**src/rtl/mcu_spi_slave.sv**
```systemverilog
// SPI mode-0 slave from the board MCU, fanned out as a one-hot byte-strobe bus to TARGETS blocks.
// Latency: 3 clk from the 8th spi_clk pin rise to the mcu_strobe pulse; reply loaded into TX one cycle after the strobe.
// Backpressure: none; targets must accept one byte per strobe, and clk must be at least 8x spi_clk.
module mcu_spi_slave #(
  parameter int TARGETS = 4
) (
  input  logic                   clk,
  input  logic                   reset_n,
  input  logic                   spi_clk,
  input  logic                   spi_cs_n,
  input  logic                   spi_mosi,
  output logic                   spi_miso,
  output logic [TARGETS-1:0]     mcu_strobe,
  output logic                   mcu_start,
  output logic [7:0]             mcu_dout,
  input  logic [8*TARGETS-1:0]   mcu_din
);

  typedef enum logic [1:0] {IDLE, TARGET, CMD, DATA} state_t;

  logic [2:0]         sclk_sync;
  logic [1:0]         cs_sync;
  logic [1:0]         mosi_sync;
  logic               rise;
  logic               fall;
  logic               cs_n_s;
  logic               mosi_s;

  state_t             state;
  logic [2:0]         bit_cnt;
  logic [6:0]         rx_shift;
  logic [7:0]         rx_byte;
  logic [7:0]         tx_shift;
  logic [7:0]         tgt_id;
  logic               load_d1;
  logic               load_d2;

  logic [TARGETS-1:0] sel_hot;
  logic [7:0]         reply;

  // Bring the asynchronous SPI pins into the clk domain; spi_clk gets a third stage for edge detection.
  always_ff @(posedge clk or negedge reset_n) begin
    if (!reset_n) begin
      sclk_sync <= '0;
      cs_sync   <= '0;
      mosi_sync <= '0;
    end else begin
      sclk_sync <= {sclk_sync[1:0], spi_clk};
      cs_sync   <= {cs_sync[0], spi_cs_n};
      mosi_sync <= {mosi_sync[0], spi_mosi};
    end
  end

  assign rise    = sclk_sync[1] & ~sclk_sync[2];
  assign fall    = ~sclk_sync[1] & sclk_sync[2];
  assign cs_n_s  = cs_sync[1];
  assign mosi_s  = mosi_sync[1];
  assign rx_byte = {rx_shift, mosi_s};

  // Decode the latched target id into a one-hot strobe and its reply byte; an out-of-range id selects nothing and replies 0x00.
  always_comb begin
    sel_hot = '0;
    reply   = '0;
    for (int i = 0; i < TARGETS; i++) begin
      if (tgt_id == 8'(i)) begin
        sel_hot[i] = 1'b1;
        reply      = mcu_din[8*i +: 8];
      end
    end
  end

  // Frame FSM: byte assembly, strobe generation and the MISO transmit shifter.
  always_ff @(posedge clk or negedge reset_n) begin
    if (!reset_n) begin
      state      <= IDLE;
      bit_cnt    <= '0;
      rx_shift   <= '0;
      tx_shift   <= '0;
      tgt_id     <= '0;
      load_d1    <= 1'b0;
      load_d2    <= 1'b0;
      mcu_strobe <= '0;
      mcu_start  <= 1'b0;
      mcu_dout   <= '0;
    end else begin
      mcu_strobe <= '0;
      mcu_start  <= 1'b0;
      load_d1    <= 1'b0;
      load_d2    <= load_d1;
      if (cs_n_s) begin
        // Deselected: drop any partial byte and pending reply load; issued strobes stand.
        state    <= IDLE;
        bit_cnt  <= '0;
        tx_shift <= '0;
        load_d1  <= 1'b0;
        load_d2  <= 1'b0;
      end else begin
        if (state == IDLE) begin
          state <= TARGET;
        end
        // The reply is taken one cycle after the strobe so the target has had a cycle to update it.
        // The fall that closes a byte (bit_cnt back at 0) is not a shift: the freshly loaded MSB must
        // stay on MISO until the MCU samples it on the next rise.
        if (load_d2) begin
          tx_shift <= reply;
        end else if (fall && bit_cnt != 3'd0) begin
          tx_shift <= {tx_shift[6:0], 1'b0};
        end
        if (rise) begin
          rx_shift <= rx_byte[6:0];
          bit_cnt  <= bit_cnt + 3'd1;
          if (bit_cnt == 3'd7) begin
            load_d1 <= 1'b1;
            case (state)
              TARGET: begin
                tgt_id <= rx_byte;
                state  <= CMD;
              end
              CMD: begin
                if (|sel_hot) begin
                  mcu_dout <= rx_byte;
                end
                mcu_strobe <= sel_hot;
                mcu_start  <= |sel_hot;
                state      <= DATA;
              end
              DATA: begin
                if (|sel_hot) begin
                  mcu_dout <= rx_byte;
                end
                mcu_strobe <= sel_hot;
              end
              default: ;
            endcase
          end
        end
      end
    end
  end

  assign spi_miso = tx_shift[7];

endmodule

```
**config.mk**
```make
export PLATFORM = sky130hd
export DESIGN_NAME = mcu_spi_slave
export DESIGN_NICKNAME = d
export VERILOG_FILES = /design/src/rtl/mcu_spi_slave.sv
export SDC_FILE = /design/constraint.sdc
export NUM_CORES = 1
export LEC_CHECK = 0
export CAP_MARGIN = 0
export CORE_MARGIN = 2
export CORE_UTILIZATION = 30
export DETAILED_ROUTE_END_ITERATION = 6
export PLACE_DENSITY = 0.55
export SKIP_CTS_REPAIR_TIMING = 1
export SLEW_MARGIN = 20
export SYNTH_ARGS = -nofsm -noshare
export SYNTH_HDL_FRONTEND = slang
export SYNTH_SLANG_ARGS = --single-unit
```
**constraint.sdc**
```tcl
create_clock -name clk -period 4.4 [get_ports clk]
set_clock_uncertainty 0.1 [all_clocks]
set_input_delay 0.66 -clock clk [delete_from_list [all_inputs] [get_ports clk]]
set_output_delay 0.66 -clock clk [all_outputs]
set_load 0.01 [all_outputs]
```
==> results of run 1 <==
## per-layer routing
| metal | up-vias | share of wire, % | track usage [%] |
|---|---|---|---|
| met5 | - | 0 | 0 |
| met1 | 675 | 49 | 15.8 |
| met4 | 0 | 1.3 | 4.07 |
| met3 | 6 | 6.3 | 3.11 |
| met2 | 32 | 44 | 16.6 |
| li1 | 631 | - | - |
## cell usage in the layout, fill, tap and decap left out, types with 3 or more instances in the layout
| cell | n |
|---|---|
| ha_1 | 3 |
| inv_1 | 4 |
| nand2_1 | 9 |
| nor2_1 | 6 |
| o21ai_0 | 7 |
| clkbuf_8 | 5 |
| dfrtp_1 | 50 |
| clkdlybuf4s50_1 | 49 |
| nor2b_1 | 5 |
| mux2_2 | 18 |
| mux2i_1 | 8 |
| mux2_4 | 5 |
| mux4_2 | 8 |
## flip-flops by register name, summed over array words and instances (netlist names)
name	flops
load_d1	1
state	2
bit_cnt	3
mcu_strobe	4
sclk_sync	3
mosi_sync	2
tx_shift	8
cs_sync	2
rx_shift	7
mcu_dout	8
load_d2	1
mcu_start	1
tgt_id	8
## cells by family (layout without fill, tap and decap cells)
group | count (synthesis) | after routing
fa+ha+maj | 3 | 3
mux | 39 | 39
compound gates | 10 | 10
xor+xnor | 1 | 1
buf+inv | 12 | 64
simple gates | 36 | 36
flops | 50 | 50
## worst paths after layout
| check | startpoint | endpoint |
|---|---|---|
| min in group asynchronous | reset_n | sclk_sync[0]$_DFF_PN0_ |
| worst min-delay path | sclk_sync[0]$_DFF_PN0_ | sclk_sync[1]$_DFF_PN0_ |
| worst min register to register | sclk_sync[0]$_DFF_PN0_ | sclk_sync[1]$_DFF_PN0_ |
| worst max register to register | tgt_id[5]$_DFFE_PN0P_ | mcu_dout[0]$_DFFE_PN0P_ |
| worst max-delay path | tgt_id[5]$_DFFE_PN0P_ | mcu_dout[0]$_DFFE_PN0P_ |
| max in group asynchronous | reset_n | mcu_strobe[2]$_DFF_PN0_ |
## power breakdown
group          internal [W]  total (W)  switching (W)
logic             0.0000590  0.0000859      0.0000269
registers          0.000490   0.000521      0.0000309
clock network      0.000167   0.000318       0.000151
total              0.000716   0.000925       0.000208
## through the flow
step / setup WS [ns] / util (%) / instances
final: 2.01 / 40.5 / 302
after global routing: 1.87 / 40.5 / 302
after CTS: 1.99 / 40.5 / 302
after detailed placement: 2.00 / 38.9 / 294
after global placement: 2.07 / 38.9 / 294
after floorplan: 2.46 / - / 151
## critical path, delay by kind of cell, from the launching register on
family | cells | cell delay, ns
flip-flops | 1 | 0.39
multiplexers | 1 | 0.41
AND/OR/NAND/NOR | 2 | 1.37
## cell type report
type                    count  area [um2]  area share (%)
inverters                   4        15.0           0.517
clock inverters             3        40.0            1.38
clock buffers               5        68.8            2.37
well taps                  99         124            4.27
flip-flops and latches     50        1250            43.1
multi-input cells          89         893            30.8
repair buffers             52         510            17.6
==> flow_summary.ini, run 1 <==
[floorplan]
initial_utilization_pct = 30.7
fp-row-count = 31
dieArea_um2 = 8030
fp.dieH_um = 89.6
ios = 51
fp.dieW_um = 89.6
coreArea_um2 = 7180

[global_routing]
grt_pass1_vias = 1345
grt_pass1_wl_mm = 6.78
grt_max_degree = 51
antenna_found_initial = 0
grtUsageTotal_pct = 11.2
grt_overflow = 0

[detailed_routing]
drt_iter0_drc = 46
wl_per_cell_um = 14.2
drt-total-wl_mm = 4.28
via_count = 1344
final_antenna_net_count = 0
first_pass_iters = 3
drcViolationCount = 0
avgViaCountPerCell = 4.45

[critical_path]
crit_required_ns = 4.49
critPathMaxStageDelay_ns = 0.80
crit_chain = or4_4 > nor4_4 > mux2_2
critPathLaunchType = register
cp-end-kind = register
reg2reg_slack_ns = 2.01
crit_slowest_cell = nor4_4
critPathKind = reg2reg
path_max_fanout = 13
crit_arrival_ns = 2.49
reg2reg_depth = 3

[synth]
synthSimpleGateAreaFrac_pct = 11.6
synth_top_cell_by_area = dfrtp_1
synth_edf_count = 0
seq_area_frac_synth_pct = 56.9
synth.avg_cell_area_um2 = 14.6
ys_ff_latch = 50
ys_warn_count = 0
synth_top_flop_cell = dfrtp_1
yosysTopAreaCellShare_pct = 56.9
postSynthCellCount = 151
synth-compound-area-share_pct = 2.45
synth_top_family_by_area = multiplexers
yosys-top-cells-count = dfrtp_1 (50), mux2_2 (18), nand2_1 (9)
synth_mux_area_share_pct = 24.5
async_reset_ff_share_pct = 100
synth_cell_types = 31
synth_fa_ha_area_share_pct = 1.71
syn-cell-area_um2 = 2200
synth_xor_area_share_pct = 0.398
syn_nets = 191
yosysMostFrequentCell = dfrtp_1
synth_area_leaders = dfrtp_1 (57%), mux2_2 (9.2%), mux4_2 (8.2%)

[timing]
finalSetupViolCount = 0
tns_ns = 0
drv_slew = 0
fin_crit_sh_pct = 54.4
worst_slew_pin_slew_ns = 0.945
relSlewSlack_pct = 36.5
rsz0062_at_grt = false
fin_crit_ns = 2.39
hold_ws_ns = 0.253
timing_hold_violations_final = 0
max_freq_mhz = 418

[cells_and_area]
drive_gt1_share_pct = 24.6
area_delta_synth_final_pct = 32.0
nets = 242
n_antenna_cell = 0
stdcell_area_um2 = 2900
nFillCells = 678

[pwr]
p_total_w = 0.000925
p_leak_nw = 1.23
powerDensity_nw_per_um2 = 319
ir_drop_uv = 129

[run_status]
outcome = finished, final reports clean

[place]
place_area_um2 = 2790
numPortBuffers = 50
dpl.hpwl_mm = 2.92
gp_congestion = 0.709

[hold_path]
worstHoldPathCells = 0
hold_class = reg2reg

[clock_tree]
insertion_delay_ns = 0.30
cts_max_path_buffers = 2
clkTransAtPathRegs_ns = 0.09
numCtsBuffers = 5
cts_tree = yes
clock-sinks = 50
cts-root-buf = clkbuf_8
htree_levels = 2

[flow_run]
drv_cap = 0
Note: power is estimated with default switching activity, not from simulation.
==> inputs of run 2 (changes only) <==
==> constraint.sdc (replaced) <==
create_clock -name clk -period 2.24 [get_ports clk]
set_clock_uncertainty 0.1 [all_clocks]
set_input_delay 0.336 -clock clk [delete_from_list [all_inputs] [get_ports clk]]
set_output_delay 0.336 -clock clk [all_outputs]
set_load 0.01 [all_outputs]
==> run 2 against run 1 <==
Compared with the run above:
- critical path depth rose by 1
- sequential share of layout area shrank 0.86 points
- non-clock buffer count rose by 7
- sequential power is 98% higher
- highest routed layer unchanged
==> flow_summary.ini, run 2 (synthesized netlist as in run 1, its figures left out) <==
[detailed_routing]
drcViolationCount = 0
avgViaCountPerCell = 4.39
final_antenna_net_count = 0
first_pass_iters = 2
drt_iter0_drc = 36
drt-total-wl_mm = 4.35
wl_per_cell_um = 14.1
via_count = 1353

[clock_tree]
htree_levels = 2
insertion_delay_ns = 0.29
clkTransAtPathRegs_ns = 0.08
numCtsBuffers = 5
clock-sinks = 50
cts_tree = yes
cts_max_path_buffers = 2
cts-root-buf = clkbuf_8

[global_routing]
grt_pass1_vias = 1338
grt_pass1_wl_mm = 6.89
antenna_found_initial = 0
grtUsageTotal_pct = 11.4
grt_overflow = 0
grt_max_degree = 21

[cells_and_area]
seq_area_um2 = 1250
nets = 249
layout_commonest_cell = dfrtp_1
drive_gt1_share_pct = 26.3
n_antenna_cell = 0
area_delta_synth_final_pct = 34.6
mostFrequentLayoutCells = dfrtp_1 (50), clkdlybuf4s50_1 (49), mux2_2 (18)
multi_input_area_um2 = 893
largestRegisters = mcu_dout x8, tgt_id x8, tx_shift x8
nFillCells = 674

[timing]
fin_crit_sh_pct = 88.3
tns_ns = 0
finalSetupViolCount = 0
relSlewSlack_pct = 57.4
drv_slew = 0
fin_crit_ns = 1.98
timing_hold_violations_final = 0
max_freq_mhz = 506
worst_slew_pin_slew_ns = 0.640
hold_ws_ns = 0.253
rsz0062_at_grt = false

[critical_path]
crit_arrival_ns = 2.06
critical_path_buf_inv_count = 1
critPathKind = reg2reg
critPathLaunchType = register
crit_family = simple AND/OR/NAND/NOR gates
crit_required_ns = 2.32
crit_slowest_cell = or4_4
path_max_fanout = 7
cp-end-kind = register
critPathMaxStageDelay_ns = 0.58
crit_chain = or4_4 > nor4_4 > buf_4 > mux2_2

[flow_run]
drv_cap = 0

[floorplan]
coreArea_um2 = 7180
fp.dieW_um = 89.6
ios = 51
fp-row-count = 31
dieArea_um2 = 8030
initial_utilization_pct = 30.7
fp.dieH_um = 89.6

[run_status]
outcome = finished, final reports clean

[place]
gp_congestion = 0.698
dpl.hpwl_mm = 3.21
numPortBuffers = 50

[pwr]
p_leak_nw = 1.27
ir_drop_uv = 317
powerDensity_nw_per_um2 = 619

[hold_path]
hold_class = reg2reg
## run 2: cell count changes in the layout (fill, tap and decap cells not counted), sizes merged
cell | previous run | this run
clkinv | 2 | 0
clkbuf | 5 | 6
buf | 3 | 9
dlygate4sd3 | 0 | 1
## run 2: path summary, 6_finish.rpt
path	to	start	cells after the start	slack, ns
hold / removal	sclk_sync[1]$_DFF_PN0_	sclk_sync[0]$_DFF_PN0_	0	0.25
setup / recovery	mcu_dout[0]$_DFFE_PN0P_	tgt_id[5]$_DFFE_PN0P_	4	0.26
setup reg to reg	mcu_dout[0]$_DFFE_PN0P_	tgt_id[5]$_DFFE_PN0P_	4	0.26
max in group asynchronous	sclk_sync[1]$_DFF_PN0_	reset_n	3	1.02
hold reg to reg	sclk_sync[1]$_DFF_PN0_	sclk_sync[0]$_DFF_PN0_	0	0.25
min in group asynchronous	tgt_id[4]$_DFFE_PN0P_	reset_n	2	0.43
## run 2: final cells by class
| class | count | share of cell area, % |
|---|---|---|
| Clock buffer | 6 | 2.79 |
| Clock inverter | 1 | 1.01 |
| Inverter | 4 | 0.507 |
| Multi-Input combinational cell | 89 | 30.2 |
| Sequential cell | 50 | 42.2 |
| Tap cell | 99 | 4.18 |
| Timing Repair Buffer | 59 | 19.1 |
## run 2: worst reg2reg max path: cells and delay by family (launching register included)
kind                   cells  cell delay [ns]
AND/OR/NAND/NOR            2             0.82
flip-flops                 1             0.39
multiplexers               1             0.34
buffers and inverters      1             0.22
## run 2: stage by stage
stage               cells  instance area, um2  utilization, %  setup WS (ns)  total power (W)
CTS                   307                2950            41.1          0.251          0.00186
detailed placement    300                2840            39.6          0.279          0.00122
global placement      300                2840            39.6          0.311          0.00122
floorplan             151                2200               -          0.302          0.00110
finish                308                2960            41.3          0.263          0.00183
global route          308                2960            41.3          0.172          0.00193
## run 2: per-layer routing
| layer | up-vias | global-route usage (%) | part of all wire (%) |
|---|---|---|---|
| met5 | - | 0 | 0 |
| met1 | 669 | 16.0 | 48 |
| met2 | 32 | 17.0 | 45 |
| met3 | 4 | 3.56 | 6.1 |
| li1 | 648 | - | - |
| met4 | 0 | 3.66 | 0.97 |
## run 2: report_power, final
part / internal (W) / switching [W] / total [W] / leakage, nW
registers: 0.000962 / 0.0000637 / 0.00103 / 0.668
clock network: 0.000357 / 0.000277 / 0.000634 / 0.0573
logic: 0.000120 / 0.0000532 / 0.000173 / 0.541
total: 0.00144 / 0.000393 / 0.00183 / 1.27
==> inputs of run 3 (changes only) <==
==> constraint.sdc (replaced) <==
create_clock -name clk -period 2.24 [get_ports clk]
set_clock_uncertainty 0.1 [all_clocks]
set_input_delay 0.672 -clock clk [delete_from_list [all_inputs] [get_ports clk]]
set_output_delay 0.672 -clock clk [all_outputs]
set_load 0.01 [all_outputs]
==> run 3 against run 2 <==
Compared with the run above:
- first-iteration DRC count grew 94%
- total power fell by 5.4%
- worst hold slack got worse by 0.0019 ns
- fmax down 0.63%
- largest cell class unchanged
- largest power group unchanged
==> flow_summary.ini, run 3 (synthesized netlist as in run 1, its figures left out) <==
[run_status]
outcome = finished, final reports clean

[detailed_routing]
final_antenna_net_count = 0
wl_met3_um = 279
drt-met1-wl_mm = 2.10
drcViolationCount = 0
dr_wl_met2_mm = 1.94
drt-total-wl_mm = 4.37
top_layer = met4
wl_per_cell_um = 14.2
via_count = 1383
drt_iter0_drc = 70
avgViaCountPerCell = 4.49
first_pass_iters = 4

[global_routing]
grt_overflow = 0
grt_pass1_wl_mm = 7.02
grtUsageTotal_pct = 11.6
grt_pass1_vias = 1385
antenna_found_initial = 0
grt_max_degree = 23

[critical_path]
crit_arrival_ns = 2.07
critPathLaunchType = register
crit_required_ns = 2.32
critPathKind = reg2reg
cp-end-kind = register
path_max_fanout = 10

[clock_tree]
cts_max_path_buffers = 2
cts_tree = yes
htree_levels = 2
clock-sinks = 50
numCtsBuffers = 5
clkTransAtPathRegs_ns = 0.09
cts-root-buf = clkbuf_8
insertion_delay_ns = 0.30

[floorplan]
fp.dieW_um = 89.6
ios = 51
initial_utilization_pct = 30.7
coreArea_um2 = 7180
dieArea_um2 = 8030
fp-row-count = 31
fp.dieH_um = 89.6

[place]
place_inst = 300
dpl.hpwl_mm = 3.19
gp_congestion = 0.665
numPortBuffers = 50

[pwr]
p_comb_share_pct = 10.1
seq_power_share_pct = 59.0
p_sw_share_pct = 23.1
clkPwrFrac_pct = 31.0
p_total_w = 0.00174
p_sw_w = 0.000402
powerDensity_nw_per_um2 = 590
internal_power_w = 0.00133
p_leak_nw = 1.26
ir_drop_uv = 285

[cells_and_area]
largestRegisters = mcu_dout x8, tgt_id x8, tx_shift x8
drive_gt1_share_pct = 26.3
area_delta_synth_final_pct = 33.8
nets = 248
layout_commonest_cell = dfrtp_1
n_antenna_cell = 0
utilization_pct = 41.0
final_cells = 308
mostFrequentLayoutCells = dfrtp_1 (50), clkdlybuf4s50_1 (49), mux2_2 (18)

[timing]
finalSetupViolCount = 0
tns_ns = 0
relSlewSlack_pct = 54.7
drv_slew = 0
worst_slew_pin_slew_ns = 0.679
fin_crit_sh_pct = 88.8
timing_hold_violations_final = 0
rsz0062_at_grt = false
fin_crit_ns = 1.99
max_freq_mhz = 503

[hold_path]
hold_class = in2async

[flow_run]
drv_cap = 0
==> run 3: changes by cell type in the layout (fill, tap and decap cells not counted) <==
cell	previous run	this run
dlygate4sd3_1	1	0
clkinv_2	0	1
clkbuf_1	0	1
bufinv_16	1	0
buf_4	8	7
buf_12	0	1
==> run 3: area by class of cell <==
type / instances / area, um2
clock inverters: 1 / 5.00
well taps: 99 / 124
repair buffers: 58 / 568
fillers: 667 / 4230
clock buffers: 7 / 86.3
multi-input cells: 89 / 893
inverters: 4 / 15.0
flip-flops and latches: 50 / 1250
==> run 3: final timing paths <==
kind,to,slack [ns],start,cells after the start
max in group asynchronous,bit_cnt[0]$_DFFE_PN0P_,1.25,reset_n,2
hold reg to reg,sclk_sync[1]$_DFF_PN0_,0.26,sclk_sync[0]$_DFF_PN0_,0
min in group clk,sclk_sync[1]$_DFF_PN0_,0.26,sclk_sync[0]$_DFF_PN0_,0
hold / removal,mcu_start$_DFF_PN0_,0.25,reset_n,1
setup / recovery,mcu_dout[0]$_DFFE_PN0P_,0.25,bit_cnt[0]$_DFFE_PN0P_,6
setup reg to reg,mcu_dout[0]$_DFFE_PN0P_,0.25,bit_cnt[0]$_DFFE_PN0P_,6
==> run 3: power by group through the flow <==
stage	Combinational, W	Sequential, W	Clock (W)
global placement	0.000174	0.00104	0
detailed placement	0.000177	0.00104	0
finish	0.000175	0.00102	0.000537
global route	0.000190	0.00104	0.000604
CTS	0.000179	0.00102	0.000557
floorplan	0.0000843	0.00102	0
==> run 3: stage by stage <==
step | worst slack, ns | area, um2 | hold slack [ns]
after floorplan | 0.302 | 2200 | 0.231
after global placement | 0.265 | 2850 | 0.232
after detailed placement | 0.253 | 2850 | 0.240
after CTS | 0.228 | 2940 | 0.258
after global routing | 0.114 | 2940 | 0.271
final | 0.250 | 2940 | 0.251
==> run 3: metal layers <==
layer	vias to the layer above	GRT usage (%)
met1	696	17.0
met4	0	3.66
li1	644	-
met3	7	2.93
met2	36	16.8
met5	-	0
==> run 3: worst max-delay path, stage by stage, from the launching register on <==
cell and delay [ns]:
dfrtp_1 0.39, ha_1 0.17, ha_1 0.24, nand4b_1 0.21, nor4_4 0.20, buf_4 0.23
mux2_2 0.34
